===== config.mk =====
export PLATFORM = sky130hd
export DESIGN_NAME = nalu_writer
export DESIGN_NICKNAME = d
export VERILOG_FILES = /design/src/rtl/nalu_writer.sv
export SDC_FILE = /design/constraint.sdc
export NUM_CORES = 1
export LEC_CHECK = 0
export CAP_MARGIN = 20
export CORE_ASPECT_RATIO = 1.5
export CORE_UTILIZATION = 45
export CTS_CLUSTER_DIAMETER = 150
export CTS_CLUSTER_SIZE = 25
export DETAILED_ROUTE_END_ITERATION = 16
export PLACE_DENSITY = 0.75
export SYNTH_ARGS = -nofsm -noshare
export SYNTH_HDL_FRONTEND = slang
export SYNTH_SLANG_ARGS = --single-unit

===== constraint.sdc =====
create_clock -name clk -period 1.7 [get_ports clk]
set_input_delay 0.34 -clock clk [delete_from_list [all_inputs] [get_ports clk]]
set_output_delay 0.34 -clock clk [all_outputs]
set_load 0.01 [all_outputs]

===== src/rtl/nalu_writer.sv =====
// nalu_writer: wraps an RBSP byte stream into an Annex-B NAL unit.
// Emits a 3- or 4-byte start code, the one-byte NAL header, then the
// payload with emulation-prevention bytes (0x03) inserted after any two
// consecutive zero bytes that would otherwise be followed by 0x00..0x03.
// A payload ending in two zeros gets a trailing 0x03 so the next start
// code cannot be mistaken for payload. Output is a single register stage
// with a valid/ready handshake; rbsp_ready is combinational because it
// depends on whether that register can take a byte in the current cycle.

module nalu_writer #(
  parameter int COUNT_W = 24
) (
  input  logic               clk,
  input  logic               rst,
  input  logic               ena,
  input  logic               start_nalu,
  input  logic [1:0]         nal_ref_idc,
  input  logic [4:0]         nal_unit_type,
  input  logic               long_start_code,
  input  logic               rbsp_valid,
  input  logic [7:0]         rbsp_data,
  input  logic               rbsp_last,
  output logic               rbsp_ready,
  output logic               byte_valid,
  output logic [7:0]         byte_data,
  input  logic               byte_ready,
  output logic               busy,
  output logic               nalu_done,
  output logic [COUNT_W-1:0] byte_count,
  output logic [15:0]        epb_count
);

  localparam logic [2:0] ST_IDLE  = 3'd0;
  localparam logic [2:0] ST_SC    = 3'd1;
  localparam logic [2:0] ST_HDR   = 3'd2;
  localparam logic [2:0] ST_PAY   = 3'd3;
  localparam logic [2:0] ST_EPB   = 3'd4;
  localparam logic [2:0] ST_TRAIL = 3'd5;
  localparam logic [2:0] ST_DONE  = 3'd6;

  localparam logic [COUNT_W-1:0] COUNT_MAX = {COUNT_W{1'b1}};
  localparam logic [COUNT_W-1:0] COUNT_ONE = {{(COUNT_W-1){1'b0}}, 1'b1};

  logic [2:0]         state_r;
  logic [1:0]         sc_idx_r;
  logic               long_sc_r;
  logic [7:0]         hdr_r;
  logic [1:0]         zero_run_r;
  logic               out_valid_r;
  logic [7:0]         out_data_r;
  logic               busy_r;
  logic               done_r;
  logic [COUNT_W-1:0] byte_count_r;
  logic [15:0]        epb_count_r;

  logic               can_load_s;
  logic               epb_pending_s;
  logic               sc_last_s;
  logic               rbsp_ready_s;
  logic [1:0]         next_zero_run_s;
  logic               long_type_s;

  // Handshake qualifiers and the zero-run value after taking the current RBSP byte.
  always_comb begin
    can_load_s      = (!out_valid_r) || byte_ready;
    epb_pending_s   = (zero_run_r == 2'd2) && rbsp_valid && (rbsp_data <= 8'h03);
    sc_last_s       = long_sc_r ? (sc_idx_r == 2'd3) : (sc_idx_r == 2'd2);
    rbsp_ready_s    = (state_r == ST_PAY) && can_load_s && !epb_pending_s;
    long_type_s     = (nal_unit_type == 5'd7) || (nal_unit_type == 5'd8) ||
                      (nal_unit_type == 5'd9);
    next_zero_run_s = 2'd0;
    if (rbsp_data == 8'h00) begin
      if (zero_run_r == 2'd2) begin
        next_zero_run_s = 2'd2;
      end else begin
        next_zero_run_s = zero_run_r + 2'd1;
      end
    end else begin
      next_zero_run_s = 2'd0;
    end
  end

  // Sequencer, output register and per-NALU counters; everything freezes when ena is low.
  always_ff @(posedge clk) begin
    if (rst) begin
      state_r      <= ST_IDLE;
      sc_idx_r     <= 2'd0;
      long_sc_r    <= 1'b0;
      hdr_r        <= 8'h00;
      zero_run_r   <= 2'd0;
      out_valid_r  <= 1'b0;
      out_data_r   <= 8'h00;
      busy_r       <= 1'b0;
      done_r       <= 1'b0;
      byte_count_r <= {COUNT_W{1'b0}};
      epb_count_r  <= 16'd0;
    end else if (ena) begin
      done_r <= 1'b0;

      // Drain: a byte accepted downstream empties the register unless reloaded below.
      if (out_valid_r && byte_ready) begin
        out_valid_r <= 1'b0;
        if (byte_count_r != COUNT_MAX) begin
          byte_count_r <= byte_count_r + COUNT_ONE;
        end
      end

      case (state_r)
        ST_IDLE: begin
          if (start_nalu) begin
            long_sc_r    <= long_start_code || long_type_s;
            hdr_r        <= {1'b0, nal_ref_idc, nal_unit_type};
            sc_idx_r     <= 2'd0;
            zero_run_r   <= 2'd0;
            byte_count_r <= {COUNT_W{1'b0}};
            epb_count_r  <= 16'd0;
            busy_r       <= 1'b1;
            state_r      <= ST_SC;
          end
        end

        ST_SC: begin
          if (can_load_s) begin
            out_valid_r <= 1'b1;
            out_data_r  <= sc_last_s ? 8'h01 : 8'h00;
            sc_idx_r    <= sc_idx_r + 2'd1;
            if (sc_last_s) begin
              state_r <= ST_HDR;
            end
          end
        end

        ST_HDR: begin
          if (can_load_s) begin
            out_valid_r <= 1'b1;
            out_data_r  <= hdr_r;
            zero_run_r  <= 2'd0;
            state_r     <= ST_PAY;
          end
        end

        ST_PAY: begin
          if (can_load_s && rbsp_valid) begin
            out_valid_r <= 1'b1;
            if (epb_pending_s) begin
              // Insert 0x03 ahead of the RBSP byte, which stays on the input.
              out_data_r  <= 8'h03;
              zero_run_r  <= 2'd0;
              epb_count_r <= epb_count_r + 16'd1;
              state_r     <= ST_EPB;
            end else begin
              out_data_r <= rbsp_data;
              zero_run_r <= next_zero_run_s;
              if (rbsp_last) begin
                state_r <= (next_zero_run_s == 2'd2) ? ST_TRAIL : ST_DONE;
              end
            end
          end
        end

        ST_EPB: begin
          // The held RBSP byte is picked up once back in PAY.
          state_r <= ST_PAY;
        end

        ST_TRAIL: begin
          if (can_load_s) begin
            out_valid_r <= 1'b1;
            out_data_r  <= 8'h03;
            zero_run_r  <= 2'd0;
            epb_count_r <= epb_count_r + 16'd1;
            state_r     <= ST_DONE;
          end
        end

        ST_DONE: begin
          if (!out_valid_r) begin
            done_r  <= 1'b1;
            busy_r  <= 1'b0;
            state_r <= ST_IDLE;
          end
        end

        default: begin
          state_r <= ST_IDLE;
        end
      endcase
    end
  end

  assign rbsp_ready = rbsp_ready_s;
  assign byte_valid = out_valid_r;
  assign byte_data  = out_data_r;
  assign busy       = busy_r;
  assign nalu_done  = done_r;
  assign byte_count = byte_count_r;
  assign epb_count  = epb_count_r;

endmodule


; Word level (Yosys, flattened, before mapping)
; Cells that the tools add are included.
[word_totals]
regBits = 66
in_bits = 23
output_inout_bits = 52
wordCells = 114
[classes]
add_sub_neg = 4
n_lt_le_gt_ge = 1
n_eq_ne = 24
n_mux = 46
n_reduce_logical = 28
[op_table]
columns = op, n
row1 = 24-bit two-way mux, 4
row2 = 16-bit two-way mux, 4
row3 = 16-bit case mux with 3 select lines, 1
row4 = 8-bit two-way mux, 5
row5 = 8-bit case mux with 4 select lines, 1
row6 = 3-bit two-way mux, 9
row7 = 24-bit by 1-bit adder with 24-bit output (second input constant), 1
row8 = 24-bit inequality test (second input constant), 1
row9 = 3-bit case mux with 7 select lines, 1
row10 = 16-bit by 1-bit adder with 16-bit output (second input constant), 1
row11 = 2-bit two-way mux, 8
row12 = 2-bit inequality test (second input constant), 7
row13 = 6-bit AND reduction, 2
row14 = 5-bit by 4-bit equality test with 1-bit output (second input constant), 2
row15 = 3-bit equality test (second input constant), 3
row16 = 1-bit two-way mux, 9
row17 = 9-bit AND reduction, 1
row18 = 2-bit equality test (second input constant), 4
row19 = 8-bit by 2-bit <= comparator with 1-bit output (second input constant), 1
row20 = 8-bit zero test, 1
row21 = 4-bit AND reduction, 2
row22 = 3-bit by 2-bit equality test with 1-bit output (second input constant), 2
row23 = 1-bit logical AND, 6
row24 = 2-bit case mux with 3 select lines, 1
row25 = other kinds (17), 26

; Longest topological paths before layout
; Gate-level depths: netlist (run 1).
[depth]
depth_word = 9
mapped_depth = 8
depth_no_buf = 6

; Least setup slack after synthesis (run 1)
; OpenSTA, ideal clock, no wires.
[synth_timing]
path_type = register -> register
start = reg byte_count_r[0] (netlist: byte_count[0])
end = reg byte_count_r[21] (netlist: byte_count[21])
setup_ns = 0.059
t_arrival_ns = 1.716
required_ns = 1.641
setup_slack_ns = -0.076
path_stages_with_launch = 8
synth_period_minus_slack_ns = 1.776
cell_sequence = dfxtp_1 -> and2_1 -> clkbuf_1 -> and4_1 -> buf_2 -> o211ai_2 -> or4_1 -> nand2_1
[synth_between]
elab_chain_cells = 5
word_cells_on_any_way = 6
[synth_rtl]
columns = element, line
row1 = "start, declared", 53  ; logic [COUNT_W-1:0] byte_count_r;
row2 = "start signal, assigned", 95  ; byte_count_r <= {COUNT_W{1'b0}};
row3 = "start signal, assigned", 104  ; byte_count_r <= byte_count_r + COUNT_ONE;
row4 = "start signal, assigned", 115  ; byte_count_r <= {COUNT_W{1'b0}};
row5 = 24-bit by 1-bit adder with 24-bit output or 24-bit inequality test (tied branches), "104, 103"
row6 = 24-bit two-way mux *, 103  ; if (byte_count_r != COUNT_MAX) begin
row7 = 24-bit two-way mux *, 101  ; if (out_valid_r && byte_ready) begin
row8 = 24-bit two-way mux, 110  ; if (start_nalu) begin
row9 = 24-bit two-way mux *, 108  ; case (state_r)
; Mark *: on every way between the ends. The rest lies on a longest branch, timed or not.
; A chain may end at the register's enable or synchronous reset.

; Final worst setup path (run 1)
[layout_timing]
start = reg state_r[0]
end = out rbsp_ready
[layout_between]
elab_chain_cells = 3
[layout_rtl]
columns = element, line
row1 = "start, declared", 44  ; logic [2:0] state_r;
row2 = "start signal, assigned", 155  ; state_r <= (next_zero_run_s == 2'd2) ? ST_TRAIL : ST_DONE;
row3 = 3-bit by 2-bit equality test with 1-bit output, 68  ; rbsp_ready_s = (state_r == ST_PAY) && can_load_s && !epb_pending_s;
row4 = 1-bit logical AND (2 in a row), 68
row5 = "end, declared", 23  ; output logic rbsp_ready,
; No other way between the ends.

==> flow_summary.yaml, run 1 <==
finish:
  fraction_of_final_layout_cells_sized_beyond_drive_strength_1_pct: 31.3
  num-fill-cells: 556
  antenna_cells_inserted: 0
  area_delta_synth_final_pct: 58.8
  finish.net_count: 608
status:
  failed_checks: "negative setup slack"
  outcome: "finished with violations"
detailed_routing:
  drt_first_pass_iters: 4
  totalWireLength_um: 11200
  drc: 0
  drt.antenna.violating_nets: 0
  drt-wirelength-per-cell_um: 16.4
  iteration_0_drc_markers: 229
  vias_per_cell: 5.64
  vias: 3861
min_path:
  hold_path.class: "register to register"
synthesis:
  synth_area_per_cell_um2: 8.41
  ys.warnings.count: 0
  synth_sequential_area_ratio_pct: 37.9
  postSynthRegisterBits: 66
  async_flop_share_pct: 0
  postSynthNetCount: 441
  netlist_instances: 414
  cell_variety_after_synth: 55
  number_of_flops_mapped_to_enable_cells_by_yosys: 0
  dominantRegCellSynth: "sky130_fd_sc_hd__dfxtp_1"
  netlist_area_um2: 3480
sta:
  final_critical_path_setup_slack_ns: -0.103
  fin_worst_skew_ns: 0.00977
  final.period_utilization_pct: 106
  maxClockFrequency_mhz: 555
  slew_headroom_pct: 72.2
  finalWorstPathRequiredPeriod_ns: 1.80
  holdWs_ns: 0.463
  timing_hold_violations_final: 0
  finalSetupViolCount: 2
  report.final.slew_viol_count: 0
  tightestPinTransition_ns: 0.413
  setup_repair_after_global_routing_missed_its_margin: "yes"
floorplanning:
  design.portCount: 75
  core-area_um2: 7370
  initial_core_util_pct: 47.2
  die_width_um: 73.8
  num_rows: 38
  die_area_um2: 8100
  fp.dieH_um: 110
clocking:
  tritoncts: "yes"
  clkSinkCount: 66
  worst_skew_pair.late_latency_ns: 0.36
  h_tree_depth_reported_by_cts: 3
  clock_tree.buffer_depth: 2
  cts.reportedPaths.clkPinSlew_ns: 0.07
  clockRootBuffer: "sky130_fd_sc_hd__clkbuf_8"
  inserted_clock_buffers: 9
critical_path:
  worst_setup_path_start_kind: "register"
  critPathMaxStageDelay_ns: 0.41
  arrival_ns: 1.46
  slowest_stage: "sky130_fd_sc_hd__dfxtp_4"
  crit_path_cell_trace: "nand3b_1 -> a41o_1 -> nor2_2 -> buf_2"
  cp_max_fo: 8
  crit_buf_inv: 1
  end_kind: "output port"
  worst-setup-path-type: "register to output port"
  worst-endpoint-required_ns: 1.36
  path_delay_family: "flip-flops"
pwr:
  worst_ir_drop_vdd_uv: 615
  total_leakage_power_nw: 2.48
  power_density_nw_per_um2: 696
placement:
  gp_routability_congestion: 0.886
  hpwl_um: 7720
  port_buffers: 74
  place_worst_setup_slack_ns: -0.694
global_routing:
  grt_max_degree: 28
  grt_first_pass_wirelength_um: 16800
  track_usage_pct: 27.2
  grt-ovfl-total: 0
  via_count_of_the_first_global_routing_pass: 3809
  grt_antenna_before_repair: 0
flow_run:
  maxCapViolations: 0
==> worst paths after layout <==
path	endpoint	cells after the start	slack (ns)	from
worst min-delay path	byte_data[2]	2	0.46	byte_data[2]
worst max register to register	state_r[1]	7	-0.02	state_r[1]
worst min register to register	byte_data[2]	2	0.46	byte_data[2]
worst max-delay path	rbsp_ready	4	-0.10	state_r[0]
==> through the flow <==
stage / instance area [µm²] / setup TNS, ns / instances / utilization [%] / power (W)
after floorplan: 3490 / 0 / 414 / - / 0.00201
after global placement: 4980 / -21.94 / 664 / 67.6 / 0.00236
after detailed placement: 4980 / -24.63 / 664 / 67.6 / 0.00238
after CTS: 5290 / -0.155 / 682 / 71.7 / 0.00380
after global routing: 5530 / -1.14 / 685 / 75.0 / 0.00398
final: 5530 / -0.126 / 685 / 75.0 / 0.00385
==> synth_stat cells, drive strengths merged (4+ instances only) <==
library cell	count	area [µm²]
dfxtp	66	1320
nand2	53	199
nor2	38	143
a21oi	26	130
mux2i	17	170
or3	16	100
nand4	14	103
buf	13	80.1
o21ai	13	65.1
a31oi	11	68.8
nand3	11	55.1
inv	9	33.8
and3	8	50.1
clkbuf	8	30.0
nor3	8	40.0
xnor2	8	70.1
a41o	7	70.1
and4	7	62.6
nand2b	7	43.8
xor2	7	61.3
nor2b	6	37.5
o211ai	6	50.1
or4	6	45.0
nor4	5	46.3
a21o	4	30.0
and2	4	25.0
ha	4	50.1
nand4b	4	35.0
==> cells in the final DEF (no fill, tap or decap), types with 3 or more instances in the layout <==
cell type	n
sky130_fd_sc_hd__nand4_1	13
sky130_fd_sc_hd__dfxtp_1	53
sky130_fd_sc_hd__nor3_1	5
sky130_fd_sc_hd__dlygate4sd2_1	25
sky130_fd_sc_hd__nand4b_1	4
sky130_fd_sc_hd__nand3_1	9
sky130_fd_sc_hd__buf_4	88
sky130_fd_sc_hd__inv_1	7
sky130_fd_sc_hd__a31oi_1	11
sky130_fd_sc_hd__nand3b_1	3
sky130_fd_sc_hd__o21ai_0	10
sky130_fd_sc_hd__clkbuf_8	12
sky130_fd_sc_hd__xnor2_1	8
sky130_fd_sc_hd__buf_6	13
sky130_fd_sc_hd__a21oi_1	18
sky130_fd_sc_hd__mux2i_1	17
sky130_fd_sc_hd__or3_4	3
sky130_fd_sc_hd__o21ai_1	3
sky130_fd_sc_hd__nor3_4	3
sky130_fd_sc_hd__a21o_1	4
sky130_fd_sc_hd__a21oi_2	6
sky130_fd_sc_hd__and3_1	7
sky130_fd_sc_hd__clkdlybuf4s50_1	36
sky130_fd_sc_hd__nor2b_1	4
sky130_fd_sc_hd__nor2_1	35
sky130_fd_sc_hd__a41o_1	7
sky130_fd_sc_hd__or3_1	13
sky130_fd_sc_hd__nand2_1	52
sky130_fd_sc_hd__dfxtp_2	11
sky130_fd_sc_hd__and2_1	4
sky130_fd_sc_hd__or4_1	6
sky130_fd_sc_hd__nor2_2	3
sky130_fd_sc_hd__dlymetal6s2s_1	9
sky130_fd_sc_hd__nor4_1	3
sky130_fd_sc_hd__xor2_1	6
sky130_fd_sc_hd__nand2b_1	5
sky130_fd_sc_hd__o211ai_1	5
sky130_fd_sc_hd__and4_1	4
==> kinds of logic after synthesis <==
family	Yosys count	synth area share, %
buffers and inverters	30	4.13
muxes	17	4.89
adders and majority gates	4	1.44
xor gates and xnor gates	15	3.77
AOI/OAI and AO/OA	84	16.5
DFF	66	37.9
and+or+nand+nor	198	31.4
==> flip-flops by register name, indices dropped and copies added (netlist names) <==
register / flops
sc_idx_r: 2
long_sc_r: 1
byte_valid: 1
nalu_done: 1
hdr_r: 7
busy: 1
byte_data: 8
epb_count: 16
byte_count: 24
zero_run_r: 2
state_r: 3
==> area by class of cell <==
cell class / count / area [µm²] / share of cell area (%)
Tap cell: 100 / 125 / 2.26
Timing Repair Buffer: 177 / 1550 / 28.0
Multi-Input combinational cell: 318 / 2280 / 41.2
Clock inverter: 2 / 35.0 / 0.633
Inverter: 9 / 33.8 / 0.611
Sequential cell: 66 / 1340 / 24.3
Clock buffer: 13 / 169 / 3.05
==> repair_timing <==
action                     CTS  global route
resized for setup           62            66
buffers inserted             3             3
setup endpoints to repair   61            49
hold buffers                 0             0
gates cloned                 0             2
pin swaps                   10            36
==> worst reg2reg max path, cell delays in order (launching register included) <==
cell and delay, ns:
sky130_fd_sc_hd__dfxtp_4 0.37, sky130_fd_sc_hd__buf_6 0.13, sky130_fd_sc_hd__buf_6 0.12, sky130_fd_sc_hd__a21oi_4 0.05, sky130_fd_sc_hd__o2111ai_4 0.23, sky130_fd_sc_hd__o2111ai_2 0.19, sky130_fd_sc_hd__or3_1 0.40, sky130_fd_sc_hd__a31oi_1 0.15
==> routing by layer <==
layer	wire length [µm]	GRT usage, %
met5	0	0
met4	385	13.2
met3	496	6.97
met2	6230	52.3
met1	4130	26.1
==> where the power goes <==
group	switching, W	internal (W)
combinational	0.000399	0.000406
sequential	0.0000445	0.00159
clock	0.000618	0.000788
Power figures use the tool's default switching activity.
==> inputs of run 2 (changes only) <==
- PLACE_DENSITY: 0.75 -> 0.79
==> flow_summary.yaml, run 2 (synthesis gave the netlist of run 1 again) <==
clocking:
  clock_tree.buffer_depth: 2
  cts_hold_buf: 0
  worst_skew_pair.late_latency_ns: 0.35
  clkSinkCount: 66
  h_tree_depth_reported_by_cts: 3
  tritoncts: "yes"
  inserted_clock_buffers: 9
  clockRootBuffer: "sky130_fd_sc_hd__clkbuf_8"
  cts.reportedPaths.clkPinSlew_ns: 0.07
global_routing:
  grt_first_pass_wirelength_um: 16900
  grt-ovfl-total: 0
  grt_antenna_before_repair: 0
  track_usage_pct: 27.2
  grt_max_degree: 20
  via_count_of_the_first_global_routing_pass: 3796
finish:
  mostFrequentLayoutCells: "sky130_fd_sc_hd__buf_4, sky130_fd_sc_hd__nand2_1, sky130_fd_sc_hd__clkdlybuf4s50_1, sky130_fd_sc_hd__dfxtp_1, sky130_fd_sc_hd__nor2_1"
  multiInputGateArea_um2: 2300
  num-fill-cells: 494
  regArea_um2: 1360
  fraction_of_final_layout_cells_sized_beyond_drive_strength_1_pct: 33.7
  layout.cells.most_common: "sky130_fd_sc_hd__buf_4"
  largest_register_ffs: 24
  antenna_cells_inserted: 0
  area_delta_synth_final_pct: 62.0
  finish.net_count: 618
sta:
  timing_hold_violations_final: 0
  report.final.slew_viol_count: 0
  maxClockFrequency_mhz: 529
  finalSetupTns_ns: -0.847
  finalSetupViolCount: 13
  final_critical_path_setup_slack_ns: -0.190
  tightestPinTransition_ns: 0.421
  setup_repair_after_global_routing_missed_its_margin: "yes"
  final.period_utilization_pct: 111
  finalWorstPathRequiredPeriod_ns: 1.89
  slew_headroom_pct: 71.9
  fin_worst_skew_ns: 0.00921
detailed_routing:
  totalWireLength_um: 11600
  drc: 0
  vias: 4062
  drt_first_pass_iters: 5
  drt-wirelength-per-cell_um: 16.7
  drt.antenna.violating_nets: 0
  vias_per_cell: 5.84
  iteration_0_drc_markers: 308
critical_path:
  r2r_cells: 7
  worst-setup-path-type: "register to register"
  arrival_ns: 2.16
  worst_r2r_startpoint: "state_r[1]"
  worst-endpoint-required_ns: 1.97
  worst-r2r-setup-slack_ns: -0.19
  end_kind: "register"
  r2r_end: "state_r[1]"
  cp_max_fo: 10
  worst_setup_path_start_kind: "register"
floorplanning:
  die_width_um: 73.8
  num_rows: 38
  initial_core_util_pct: 47.2
  die_area_um2: 8100
  core-area_um2: 7370
  design.portCount: 75
  fp.dieH_um: 110
placement:
  port_buffers: 74
  hpwl_um: 7510
  gp_routability_congestion: 0.899
min_path:
  holdPathStages: 2
  hold_path.class: "register to register"
  hold_path_startpoint: "byte_data[6]"
  worst_hold_path.endpoint: "byte_data[6]"
pwr:
  worst_ir_drop_vdd_uv: 530
  power_density_nw_per_um2: 647
  total_power_w: 0.00365
  total_leakage_power_nw: 2.55
status:
  failed_checks: "negative setup slack"
  outcome: "finished with violations"
flow_run:
  maxCapViolations: 0
[run 2: cell count changes in the layout (fill, tap and decap cells not counted), sizes merged]
cell,before,now
buf,104,113
bufinv,1,0
clkbuf,15,13
clkdlybuf4s50,36,45
clkinv,1,3
dlygate4sd2,25,15
dlymetal6s2s,9,12
nand4,14,15
[run 2: critical path, stage by stage, from the launching register on]
cell and delay, ns:
sky130_fd_sc_hd__dfxtp_2 0.34, sky130_fd_sc_hd__buf_8 0.14, sky130_fd_sc_hd__buf_4 0.15, sky130_fd_sc_hd__nor2b_1 0.18, sky130_fd_sc_hd__a221o_1 0.22, sky130_fd_sc_hd__o2111ai_4 0.16, sky130_fd_sc_hd__or3_1 0.41, sky130_fd_sc_hd__a31oi_1 0.20
[run 2: stage by stage]
stage	std cells	hold slack (ns)	util (%)	instance area [µm²]	setup slack (ns)
after floorplan	414	0.435	-	3490	0.00110
after global placement	657	0.445	66.8	4920	-0.614
after detailed placement	657	0.448	66.8	4920	-0.651
after CTS	679	0.464	71.2	5240	-0.0624
after global routing	696	0.476	76.6	5640	-0.254
final	696	0.466	76.6	5640	-0.190
[run 2: worst max-delay path by stage]
stage,start,end,slack (ns),cells after the start
after detailed placement,rbsp_data[3],epb_count[9],-0.65,7
after CTS,rbsp_data[6],rbsp_ready,-0.06,5
final,state_r[1],state_r[1],-0.19,7
after global routing,state_r[1],state_r[1],-0.25,7
after floorplan,byte_count[3],byte_count[22],0.001,5
after global placement,rbsp_data[3],epb_count[9],-0.61,7
[run 2: repair_timing]
item / 4_1_cts / 5_1_grt
pin swaps: 8 / 39
gates resized for setup: 51 / 78
cloned: 1 / 0
setup buffers: 5 / 18
setup endpoints to repair: 52 / 54
[run 2: per-layer routing]
metal	GRT usage, %	vias to the layer above	share of wire (%)
li1	-	1884	-
met2	50.3	171	54
met3	4.95	52	5.5
met5	0	-	0
met1	27.9	1955	37
met4	15.7	0	3.9
[run 2: where the power goes]
group	internal (W)	switching (W)	total (W)
Combinational	0.000439	0.000427	0.000866
Sequential	0.00159	0.0000382	0.00163
Clock	0.000563	0.000597	0.00116
Total	0.00259	0.00106	0.00365
[run 2: final cells by class]
| type | count | share of cell area [%] |
|---|---|---|
| sequential | 66 | 24.1 |
| tap | 100 | 2.22 |
| clock buffer | 13 | 2.64 |
| clock inverter | 3 | 0.266 |
| timing repair buffer | 186 | 29.4 |
| inverter | 9 | 0.599 |
| multi-input combinational | 319 | 40.8 |
==> inputs of run 3 (changes only) <==
- SLEW_MARGIN: not set -> 20
==> results of run 3 <==
Final layout, timing and power as in run 2 (identical DEF).
